## src/rtl/serv_dbg_ctrl_pkg.sv

```systemverilog
// rtl/serv_dbg_ctrl_pkg.sv - debug sequencer state encoding and cause codes
package serv_dbg_ctrl_pkg;

    typedef enum logic [2:0] {
        ST_RUN    = 3'd0,
        ST_PEND   = 3'd1,
        ST_ENTER  = 3'd2,
        ST_HALTED = 3'd3,
        ST_RESUME = 3'd4,
        ST_STEP   = 3'd5
    } dbg_state_t;

    localparam logic [2:0] CAUSE_NONE    = 3'd0;
    localparam logic [2:0] CAUSE_EBREAK  = 3'd1;
    localparam logic [2:0] CAUSE_HALTREQ = 3'd3;
    localparam logic [2:0] CAUSE_STEP    = 3'd4;

    // The serial PC transfer states own the dpc shift path exclusively.
    function automatic logic is_xfer(dbg_state_t s);
        return (s == ST_ENTER) || (s == ST_RESUME);
    endfunction

endpackage

```

## src/rtl/serv_dbg_ctrl_if.sv

```systemverilog
// rtl/serv_dbg_ctrl_if.sv - debug module <-> core halt/resume/reset handshake
interface serv_dbg_ctrl_if;

    logic haltreq;
    logic resumereq;
    logic ndmreset;
    logic halted;
    logic resumeack;
    logic dbg_reset;

    modport master (
        output haltreq,
        output resumereq,
        output ndmreset,
        input  halted,
        input  resumeack,
        input  dbg_reset
    );

    modport slave (
        input  haltreq,
        input  resumereq,
        input  ndmreset,
        output halted,
        output resumeack,
        output dbg_reset
    );

endinterface

```

## src/rtl/serv_dbg_dpc.sv

```systemverilog
// rtl/serv_dbg_dpc.sv - 32-bit serial dpc shift register, LSB out
module serv_dbg_dpc (
    input  logic i_clk,
    input  logic i_rst,
    input  logic i_capture,
    input  logic i_rotate,
    input  logic i_write,
    input  logic i_din,
    output logic o_bit0
);

    logic [31:0] dpc;

    // Rotation keeps the value intact so a resume can be repeated later.
    always_ff @(posedge i_clk) begin
        if (i_rst) begin
            dpc <= '0;
        end else if (i_rotate) begin
            dpc <= {dpc[0], dpc[31:1]};
        end else if (i_capture || i_write) begin
            dpc <= {i_din, dpc[31:1]};
        end
    end

    assign o_bit0 = dpc[0];

endmodule

```

## src/rtl/serv_dbg_ctrl.sv

```systemverilog
// rtl/serv_dbg_ctrl.sv - debug-mode entry/exit sequencer for the bit-serial core
module serv_dbg_ctrl
    import serv_dbg_ctrl_pkg::*;
(
    input  logic               i_clk,
    input  logic               i_rst,
    serv_dbg_ctrl_if.slave     dm,
    input  logic               i_cnt_done,
    input  logic               i_init,
    input  logic               i_ebreak,
    input  logic               i_dcsr_step,
    input  logic               i_dcsr_ebreakm,
    input  logic               i_pc_bit,
    input  logic               i_dpc_en,
    input  logic               i_csr_in,
    output logic               o_dpc_bit,
    output logic               o_pc_shift,
    output logic               o_pc_load,
    output logic               o_stall,
    output logic               o_dbg_halt,
    output logic [2:0]         o_cause
);

    dbg_state_t state;
    logic [4:0] cnt;
    logic [2:0] cause;

    logic retire;
    logic brk;
    logic cnt_last;
    logic in_enter;
    logic in_resume;
    logic in_halted;

    assign retire    = i_cnt_done & ~i_init;
    assign brk       = retire & i_ebreak & i_dcsr_ebreakm;
    assign cnt_last  = (cnt == 5'd31);
    assign in_enter  = (state == ST_ENTER);
    assign in_resume = (state == ST_RESUME);
    assign in_halted = (state == ST_HALTED);

    always_ff @(posedge i_clk) begin
        if (i_rst || dm.ndmreset) begin
            state <= ST_RUN;
            cnt   <= 5'd0;
            cause <= CAUSE_NONE;
        end else begin
            case (state)
                ST_RUN: begin
                    if (brk) begin
                        state <= ST_ENTER;
                        cause <= CAUSE_EBREAK;
                    end else if (dm.haltreq) begin
                        state <= ST_PEND;
                        cause <= CAUSE_HALTREQ;
                    end
                end
                ST_PEND: begin
                    if (retire) state <= ST_ENTER;
                end
                ST_ENTER: begin
                    cnt <= cnt + 5'd1;
                    if (cnt_last) state <= ST_HALTED;
                end
                ST_HALTED: begin
                    if (dm.resumereq) state <= ST_RESUME;
                end
                ST_RESUME: begin
                    cnt <= cnt + 5'd1;
                    if (cnt_last) begin
                        cause <= CAUSE_NONE;
                        state <= i_dcsr_step ? ST_STEP : ST_RUN;
                    end
                end
                ST_STEP: begin
                    // Step completion outranks any ebreak or haltreq seen alongside it.
                    if (retire) begin
                        state <= ST_ENTER;
                        cause <= CAUSE_STEP;
                    end
                end
                default: state <= ST_RUN;
            endcase
        end
    end

    // A non-debug reset aborts any in-flight PC transfer without an ack.
    assign o_pc_shift   = (in_enter | in_resume) & ~dm.ndmreset;
    assign o_pc_load    = in_resume & ~dm.ndmreset;
    assign o_stall      = in_enter | in_halted | in_resume;
    assign o_dbg_halt   = (cause == CAUSE_HALTREQ) & (in_enter | in_halted);
    assign o_cause      = cause;
    assign dm.halted    = in_halted;
    assign dm.resumeack = in_resume & cnt_last & ~dm.ndmreset;
    assign dm.dbg_reset = dm.ndmreset & ~i_rst;

    serv_dbg_dpc u_dpc (
        .i_clk     (i_clk),
        .i_rst     (i_rst),
        .i_capture (in_enter & ~dm.ndmreset),
        .i_rotate  (in_resume & ~dm.ndmreset),
        .i_write   (i_dpc_en & ~is_xfer(state)),
        .i_din     (in_enter ? i_pc_bit : i_csr_in),
        .o_bit0    (o_dpc_bit)
    );

endmodule

```

## src/flat_wrapper.sv

```systemverilog
// flat-port wrapper written by rule: the top's interface ports become plain ports
module serv_dbg_ctrl_flat import serv_dbg_ctrl_pkg::*;
  (i_clk, i_rst, i_cnt_done, i_init, i_ebreak, i_dcsr_step, i_dcsr_ebreakm, i_pc_bit, i_dpc_en, i_csr_in, o_dpc_bit, o_pc_shift, o_pc_load, o_stall, o_dbg_halt, o_cause, dm_haltreq, dm_resumereq, dm_ndmreset, dm_halted, dm_resumeack, dm_dbg_reset);
  serv_dbg_ctrl_if dm_i ();
  input  logic i_clk;
  input  logic i_rst;
  input  logic i_cnt_done;
  input  logic i_init;
  input  logic i_ebreak;
  input  logic i_dcsr_step;
  input  logic i_dcsr_ebreakm;
  input  logic i_pc_bit;
  input  logic i_dpc_en;
  input  logic i_csr_in;
  output logic o_dpc_bit;
  output logic o_pc_shift;
  output logic o_pc_load;
  output logic o_stall;
  output logic o_dbg_halt;
  output logic [2:0] o_cause;
  input wire logic [$bits(dm_i.haltreq)-1:0] dm_haltreq;
  input wire logic [$bits(dm_i.resumereq)-1:0] dm_resumereq;
  input wire logic [$bits(dm_i.ndmreset)-1:0] dm_ndmreset;
  output wire logic [$bits(dm_i.halted)-1:0] dm_halted;
  output wire logic [$bits(dm_i.resumeack)-1:0] dm_resumeack;
  output wire logic [$bits(dm_i.dbg_reset)-1:0] dm_dbg_reset;
  assign dm_i.haltreq = dm_haltreq;
  assign dm_i.resumereq = dm_resumereq;
  assign dm_i.ndmreset = dm_ndmreset;
  assign dm_halted = dm_i.halted;
  assign dm_resumeack = dm_i.resumeack;
  assign dm_dbg_reset = dm_i.dbg_reset;
  serv_dbg_ctrl u_core (.i_clk(i_clk), .i_rst(i_rst), .dm(dm_i), .i_cnt_done(i_cnt_done), .i_init(i_init), .i_ebreak(i_ebreak), .i_dcsr_step(i_dcsr_step), .i_dcsr_ebreakm(i_dcsr_ebreakm), .i_pc_bit(i_pc_bit), .i_dpc_en(i_dpc_en), .i_csr_in(i_csr_in), .o_dpc_bit(o_dpc_bit), .o_pc_shift(o_pc_shift), .o_pc_load(o_pc_load), .o_stall(o_stall), .o_dbg_halt(o_dbg_halt), .o_cause(o_cause));
endmodule
```

## config.mk

```make
export PLATFORM = sky130hd
export DESIGN_NAME = serv_dbg_ctrl_flat
export DESIGN_NICKNAME = d
export VERILOG_FILES = /design/src/rtl/serv_dbg_ctrl_pkg.sv /design/src/rtl/serv_dbg_ctrl_if.sv /design/src/rtl/serv_dbg_dpc.sv /design/src/rtl/serv_dbg_ctrl.sv /design/src/flat_wrapper.sv
export SDC_FILE = /design/constraint.sdc
export NUM_CORES = 1
export LEC_CHECK = 0
export ABC_AREA = 1
export CORE_MARGIN = 2
export CORE_UTILIZATION = 50
export DETAILED_ROUTE_END_ITERATION = 16
export PLACE_DENSITY = 0.84
export RECOVER_POWER = 50
export SKIP_CTS_REPAIR_TIMING = 1
export SYNTH_ARGS = -nofsm -noshare
export SYNTH_HDL_FRONTEND = slang
export SYNTH_HIERARCHICAL = 1
export SYNTH_SLANG_ARGS = --single-unit
```

## constraint.sdc

```tcl
create_clock -name i_clk -period 1.5 [get_ports i_clk]
set_clock_uncertainty 0.2 [all_clocks]
set_input_delay 0.3 -clock i_clk [delete_from_list [all_inputs] [get_ports i_clk]]
set_output_delay 0.3 -clock i_clk [all_outputs]
set_load 0.005 [all_outputs]
```

==> impl_metrics.tcl, run 1 <==
set metrics [dict create \
    yosysSeqAreaShare_pct 39.9 \
    numCtsBuffers 5 \
    routed_wl_um 7930 \
    finalSetupViolations 46 \
    clk_latency_ps 310 \
    crit_chain "ha_4, inv_2, nor3_4, ha_2, inv_2, nor3_2, buf_2" \
    violations "setup timing" \
    path_common_cell "inv_2" \
    antennaDiodeCount 0 \
    tightest_slew_ps 358 \
    die-area_um2 4850 \
    grt_pass1_vias 1947 \
    place_hpwl_um 3240 \
    die_h_um 69.7 \
    leakagePower_nw 1.77 \
    final_area_um2 3520 \
    fmax_mhz 494 \
    gp_congestion 0.979 \
    power_density_nw_per_um2 1260 \
    finalCritPeriodShare_pct 135 \
    critical_path.max_fanout 2 \
    drc 0 \
    setup_ws_ps -523 \
    rsz0062_at_grt "yes" \
    rows 23 \
    wl_per_cell_um 17.2 \
    netlist_top_cells_area "dfxtp_1 (40%), nand2_1 (11%), nor2_1 (10%)" \
    synth.distinct_cells 19 \
    endpoint_kind "output port" \
    slew_headroom_pct 75.9 \
    synth_area_leader_cell "dfxtp_1" \
    worst_path_max_delay_cell "dfxtp_2" \
    slowest_delay_ps 370 \
    crit_path_start_kind "flip-flop" \
    start_util_pct 52.8 \
    min_period_ps 2020 \
    ioPinCount 24 \
    core_um2 4090 \
    grt-ovfl-total 0 \
    status "finished, violations left" \
    netlist_area_um2 2160 \
    die_w_um 69.7 \
    cp.arrival_ps 1520 \
    crit_family "flip-flops" \
    syn_avg_cell_area_um2 6.45 \
    antenna_left 0 \
    area_growth_pct 63.4 \
    drive_gt1_share_pct 39.8 \
    yosys_warnings 6 \
    setup_tns_ps -15330 \
    clock_sink_count 43 \
    cts_buffer_depth 2 \
    gr-usage-all-layers_pct 20.2 \
    worst-path-buf-inv 3 \
    netlist_instances 334 \
    final_nets 426 \
    grt_pass1_wl_um 8140 \
    viasPerCell 5.67 \
    ys_ff_latch 43 \
    vdd_drop_max_mv 0.924 \
    worstHoldPathType "flip-flop to flip-flop" \
    syn-num-nets 349 \
    h-tree-depth 2 \
    n_fill_cell 181 \
    drv_cap 0 \
    required_ps 1000 \
    postPlaceCellArea_um2 2740 \
    multi_input_area_um2 1370 \
    synth.top_cell.area_share_pct 39.9 \
    portBuffers 23 \
    first_pass_iters 5 \
    tritoncts "done" \
    cts_root_buf "clkbuf_8" \
    slew_violations 0 \
    register_area_um2 873 \
    grt_start_max_net_pins 40 \
    clk_pin_slew_ps 90 \
    path_class "flip-flop to output port" \
    hold_viol_final 0 \
    vias 2620 \
    antenna_found_initial 0 \
    drt-initial-drc-count 210 \
]
[path summary, 6_finish.rpt]
| kind | cells past startpoint | startpoint | to | slack [ps] |
|---|---|---|---|---|
| min reg2reg | 2 | u_core/u_dpc/dpc[3]$_SDFFE_PP0P_ | u_core/u_dpc/dpc[2]$_SDFFE_PP0P_ | 290 |
| max reg2reg | 12 | u_core/cnt[1]$_SDFFE_PP0P_ | u_core/state[2]$_SDFFE_PP0P_ | -490 |
| max | 7 | u_core/cnt[1]$_SDFFE_PP0P_ | dm_resumeack | -520 |
| min | 2 | u_core/u_dpc/dpc[3]$_SDFFE_PP0P_ | u_core/u_dpc/dpc[2]$_SDFFE_PP0P_ | 290 |
[per-layer routing]
layer  wire length, um  part of all wire (%)  GRT usage, %
met2              3970                    50          34.3
met1              3090                    39          24.7
met3               519                   6.5          5.09
met4               346                   4.4          7.05
met5                 0                     0             0
[through the flow]
| stage | setup WS, ps | hold slack [ps] | power, mW | util (%) | std cells |
|---|---|---|---|---|---|
| final | -523 | 294 | 4.42 | 86.2 | 462 |
| after global routing | -582 | 333 | 4.63 | 86.2 | 462 |
| after CTS | -907 | 288 | 3.60 | 69.8 | 436 |
| after detailed placement | -589 | 267 | 2.68 | 67.1 | 428 |
| after global placement | -551 | 257 | 2.63 | 67.1 | 428 |
| after floorplan | 0.702 | 252 | 2.31 | - | 334 |
[layout by cell type (no fill, tap or decap), types with 4 or more instances in the layout]
master and count:
buf_4 36, nor2_1 54, dfxtp_1 37, nand3_4 5, nand3_1 4, a21oi_2 7
buf_12 5, inv_1 46, nand2_2 11, clkbuf_16 4, clkbuf_8 5, nor2_2 6
clkdlybuf4s50_1 11, nand3_2 30, nor2_4 4, dlymetal6s2s_1 6, buf_2 4, inv_2 4
a21oi_1 27, nand2_1 54, dfxtp_2 4, buf_6 15
[Yosys cell counts (all sizes together)]
master	number
nor3	6
nand2	68
mux2	1
dfxtp	43
nand3	39
nor2	64
o21ai	5
a21oi	36
inv	53
ha	2
buf	15
nand4	2
[layout make-up]
class                   instances  share of cell area, %
clock buffers                   5                   1.95
clock inverters                 3                   1.24
inverters                      53                   5.86
multi-input cells             223                   39.0
flip-flops and latches         43                   24.8
well taps                      50                   1.78
repair buffers                 85                   25.4
[power by group]
part,internal [mW],total (mW),switching (mW)
registers,1.34,1.48,0.140
clock network,0.497,0.952,0.456
logic,0.941,1.99,1.05
total,2.78,4.42,1.65
[state kept, by name (all words and copies together) (netlist names)]
register,count
u_core/state,3
u_core/o_cause,3
u_core/cnt,5
u_core/u_dpc/dpc,32
[tightest hold or removal path, stage by stage (launching register included)]
cell and delay (ps):
dfxtp_1 330, a21oi_1 50, nor2_1 80
[logic make-up (layout without fill, tap and decap cells)]
| group | count (synthesis) | count (layout) | share of synthesized area, % |
|---|---|---|---|
| AND/OR/NAND/NOR | 179 | 179 | 35.6 |
| buffers and inverters | 68 | 146 | 13.2 |
| flip-flops | 43 | 43 | 39.9 |
| AO/OA/AOI/OAI | 41 | 41 | 9.52 |
| adder cells (fa/ha/maj) | 2 | 2 | 1.16 |
| multiplexers | 1 | 1 | 0.522 |
Note: power is estimated with default switching activity, not from simulation.
==> run 2: changes to the inputs <==
SLEW_MARGIN = 10   (was not set)
SYNTH_HIERARCHICAL = not set   (was 1)
==> run 2 against run 1 <==
Effect of this change: the flow still finishes with violations (setup timing); sequential cell count is the same; worst hold slack got worse by 31 ps; sequential power shrank 8%; clock power grew 17%.
==> impl_metrics.tcl, run 2 <==
set metrics [dict create \
    status "finished, violations left" \
    violations "setup timing" \
    area_growth_pct 61.9 \
    grt-ovfl-total 0 \
    synth_commonest_cells "nor2_1 (86), nand2_1 (57), dfxtp_1 (43)" \
    fin_util_pct 84.3 \
    tightest_slew_ps 314 \
    slew_headroom_pct 78.8 \
    die_w_um 68.6 \
    fmax_mhz 459 \
    dp_slack_ps -631 \
    final_nets 384 \
    timing.rr.start "u_core.state[0]$_SDFFE_PP0P_" \
    crit_family "simple AND/OR/NAND/NOR gates" \
    ioPinCount 24 \
    core_um2 4000 \
    routed_wl_um 7940 \
    wl_per_cell_um 18.9 \
    worstHoldEndpoint "u_core.o_cause[1]$_SDFFE_PP0P_" \
    grt_start_max_net_pins 33 \
    rr_endpoint "u_core.state[0]$_SDFFE_PP0P_" \
    ys_ff_latch 43 \
    grt_pass1_vias 1868 \
    syn_avg_cell_area_um2 6.97 \
    viasPerCell 5.81 \
    reg_top3 "u_core.u_dpc.dpc x32, u_core.cnt x5" \
    finalCritPeriodShare_pct 145 \
    power_density_nw_per_um2 1040 \
    yosysSeqAreaShare_pct 41.3 \
    synth.top_cell.area_share_pct 41.3 \
    endpoint_kind "flip-flop" \
    die-area_um2 4700 \
    vdd_drop_max_mv 0.902 \
    netlist_area_um2 2080 \
    synthMostInstantiatedCell "nor2_1" \
    place_hpwl_um 3320 \
    grt_pass1_wl_um 8170 \
    synth_area_leader_cell "dfxtp_1" \
    netlist_top_cells_area "dfxtp_1 (41%), nor2_1 (15%), nand3b_1 (12%)" \
    largest_reg_flops 32 \
    reg2reg_depth 10 \
    path_class "flip-flop to flip-flop" \
    clock_sink_count 43 \
    hold_viol_final 0 \
    ff2ff_setup_slack_ps -680 \
    required_ps 1510 \
    crit_chain "buf_6, nor2_4, buf_4, buf_4, nand3_1, nor2_1, inv_1, nand3_2, nand2_2, nor2_1" \
    gp_congestion 0.875 \
    tritoncts "done" \
    synthArstFlopShare_pct 0 \
    min_period_ps 2180 \
    h-tree-depth 2 \
    antennaDiodeCount 0 \
    critical_path.max_fanout 5 \
    start_util_pct 52.1 \
    hp-start "dm_ndmreset" \
    drc 0 \
    first_pass_iters 5 \
    final_area_um2 3370 \
    finalSetupViolations 48 \
    worstHoldPathType "input port to flip-flop" \
    portBuffers 23 \
    rsz0062_at_grt "yes" \
    syn-num-nets 314 \
    clk_pin_slew_ps 90 \
    yosys_warnings 0 \
    regMostFlops "u_core.u_dpc.dpc" \
    hold_depth 5 \
    numCtsBuffers 5 \
    leakagePower_nw 1.60 \
    crit_path_start_kind "flip-flop" \
    gr-usage-all-layers_pct 23.2 \
    cts_buffer_depth 2 \
    netlist_instances 299 \
    dp.cells 397 \
    drive_gt1_share_pct 40.5 \
    cts_root_buf "clkbuf_8" \
    synth.distinct_cells 22 \
    postPlaceCellArea_um2 2660 \
    drv_cap 0 \
    cp.arrival_ps 2190 \
    layout_common_cells "nand2_1 (52), nor2_1 (44), buf_4 (37), dfxtp_1 (35)" \
    layoutNonFillerInstCount 420 \
    synth_enable_flop_cells 0 \
    total_power_mw 3.52 \
    vias 2439 \
    die_h_um 68.6 \
    final_common_cell "nand2_1" \
    synth_ff_type "dfxtp_1" \
    drt-initial-drc-count 263 \
    rows 23 \
    worst-path-buf-inv 4 \
    antenna_found_initial 0 \
    slowest_delay_ps 380 \
    worst_path_max_delay_cell "dfxtp_4" \
    setup_ws_ps -681 \
    antenna_left 0 \
    slew_violations 0 \
    clk_latency_ps 310 \
]
==> run 2: cell types whose count changed after synthesis, sizes merged, moves of 5 or more <==
cell / previous run / this run
nand3b: 0 / 32
a21oi: 36 / 11
nand3: 39 / 12
nor2: 64 / 88
inv: 53 / 23
nand2: 68 / 63
==> run 2: per-layer routing <==
layer | vias up | share of wire [%] | global-route usage, %
li1 | 1086 | - | -
met1 | 1144 | 37 | 28.1
met2 | 149 | 50 | 40.4
met3 | 60 | 6.5 | 4.55
met4 | 0 | 6.4 | 8.50
met5 | - | 0 | 0
==> run 2: worst max-delay path by stage <==
stage / from / to / cells past startpoint
floorplan: u_core.cnt[0]$_SDFFE_PP0P_ / u_core.state[0]$_SDFFE_PP0P_ / 11
global placement: dm_ndmreset / dm_resumeack / 5
detailed placement: dm_ndmreset / dm_resumeack / 5
CTS: u_core.cnt[0]$_SDFFE_PP0P_ / dm_resumeack / 7
global route: u_core.state[0]$_SDFFE_PP0P_ / u_core.state[0]$_SDFFE_PP0P_ / 10
finish: u_core.state[0]$_SDFFE_PP0P_ / u_core.state[0]$_SDFFE_PP0P_ / 10
==> run 2: cell families (layout without fill, tap and decap cells) <==
family	Yosys count	count (layout)	synth area share, %
AND/OR/NAND/NOR	199	199	44.6
flip-flops	43	43	41.3
buffers and inverters	37	108	8.47
AO/OA/AOI/OAI	18	18	4.44
adder cells (fa/ha/maj)	2	2	1.20
==> run 2: cell type report <==
cell class	count	area, um2
Clock buffer	6	72.6
Sequential cell	43	878
Fill cell	176	627
Inverter	23	96.3
Timing Repair Buffer	77	767
Clock inverter	2	60.1
Multi-Input combinational cell	219	1440
Tap cell	50	62.6
==> run 2: power by group <==
part           switching, mW  internal, mW
sequential             0.109          1.25
combinational          0.553         0.502
clock                  0.445         0.666
==> run 2: tightest hold or removal path, cell delays in order <==
cell,delay (ps)
dlymetal6s2s_1,120
nor2_1,80
buf_4,150
nand2_1,60
nor2_1,30
==> run 2: metrics by stage <==
stage | hold WS (ps) | TNS, ps
final | 263 | -15040
after global routing | 286 | -17000
after CTS | 268 | -16070
after detailed placement | 249 | -18470
after global placement | 236 | -16980
after floorplan | 231 | -845
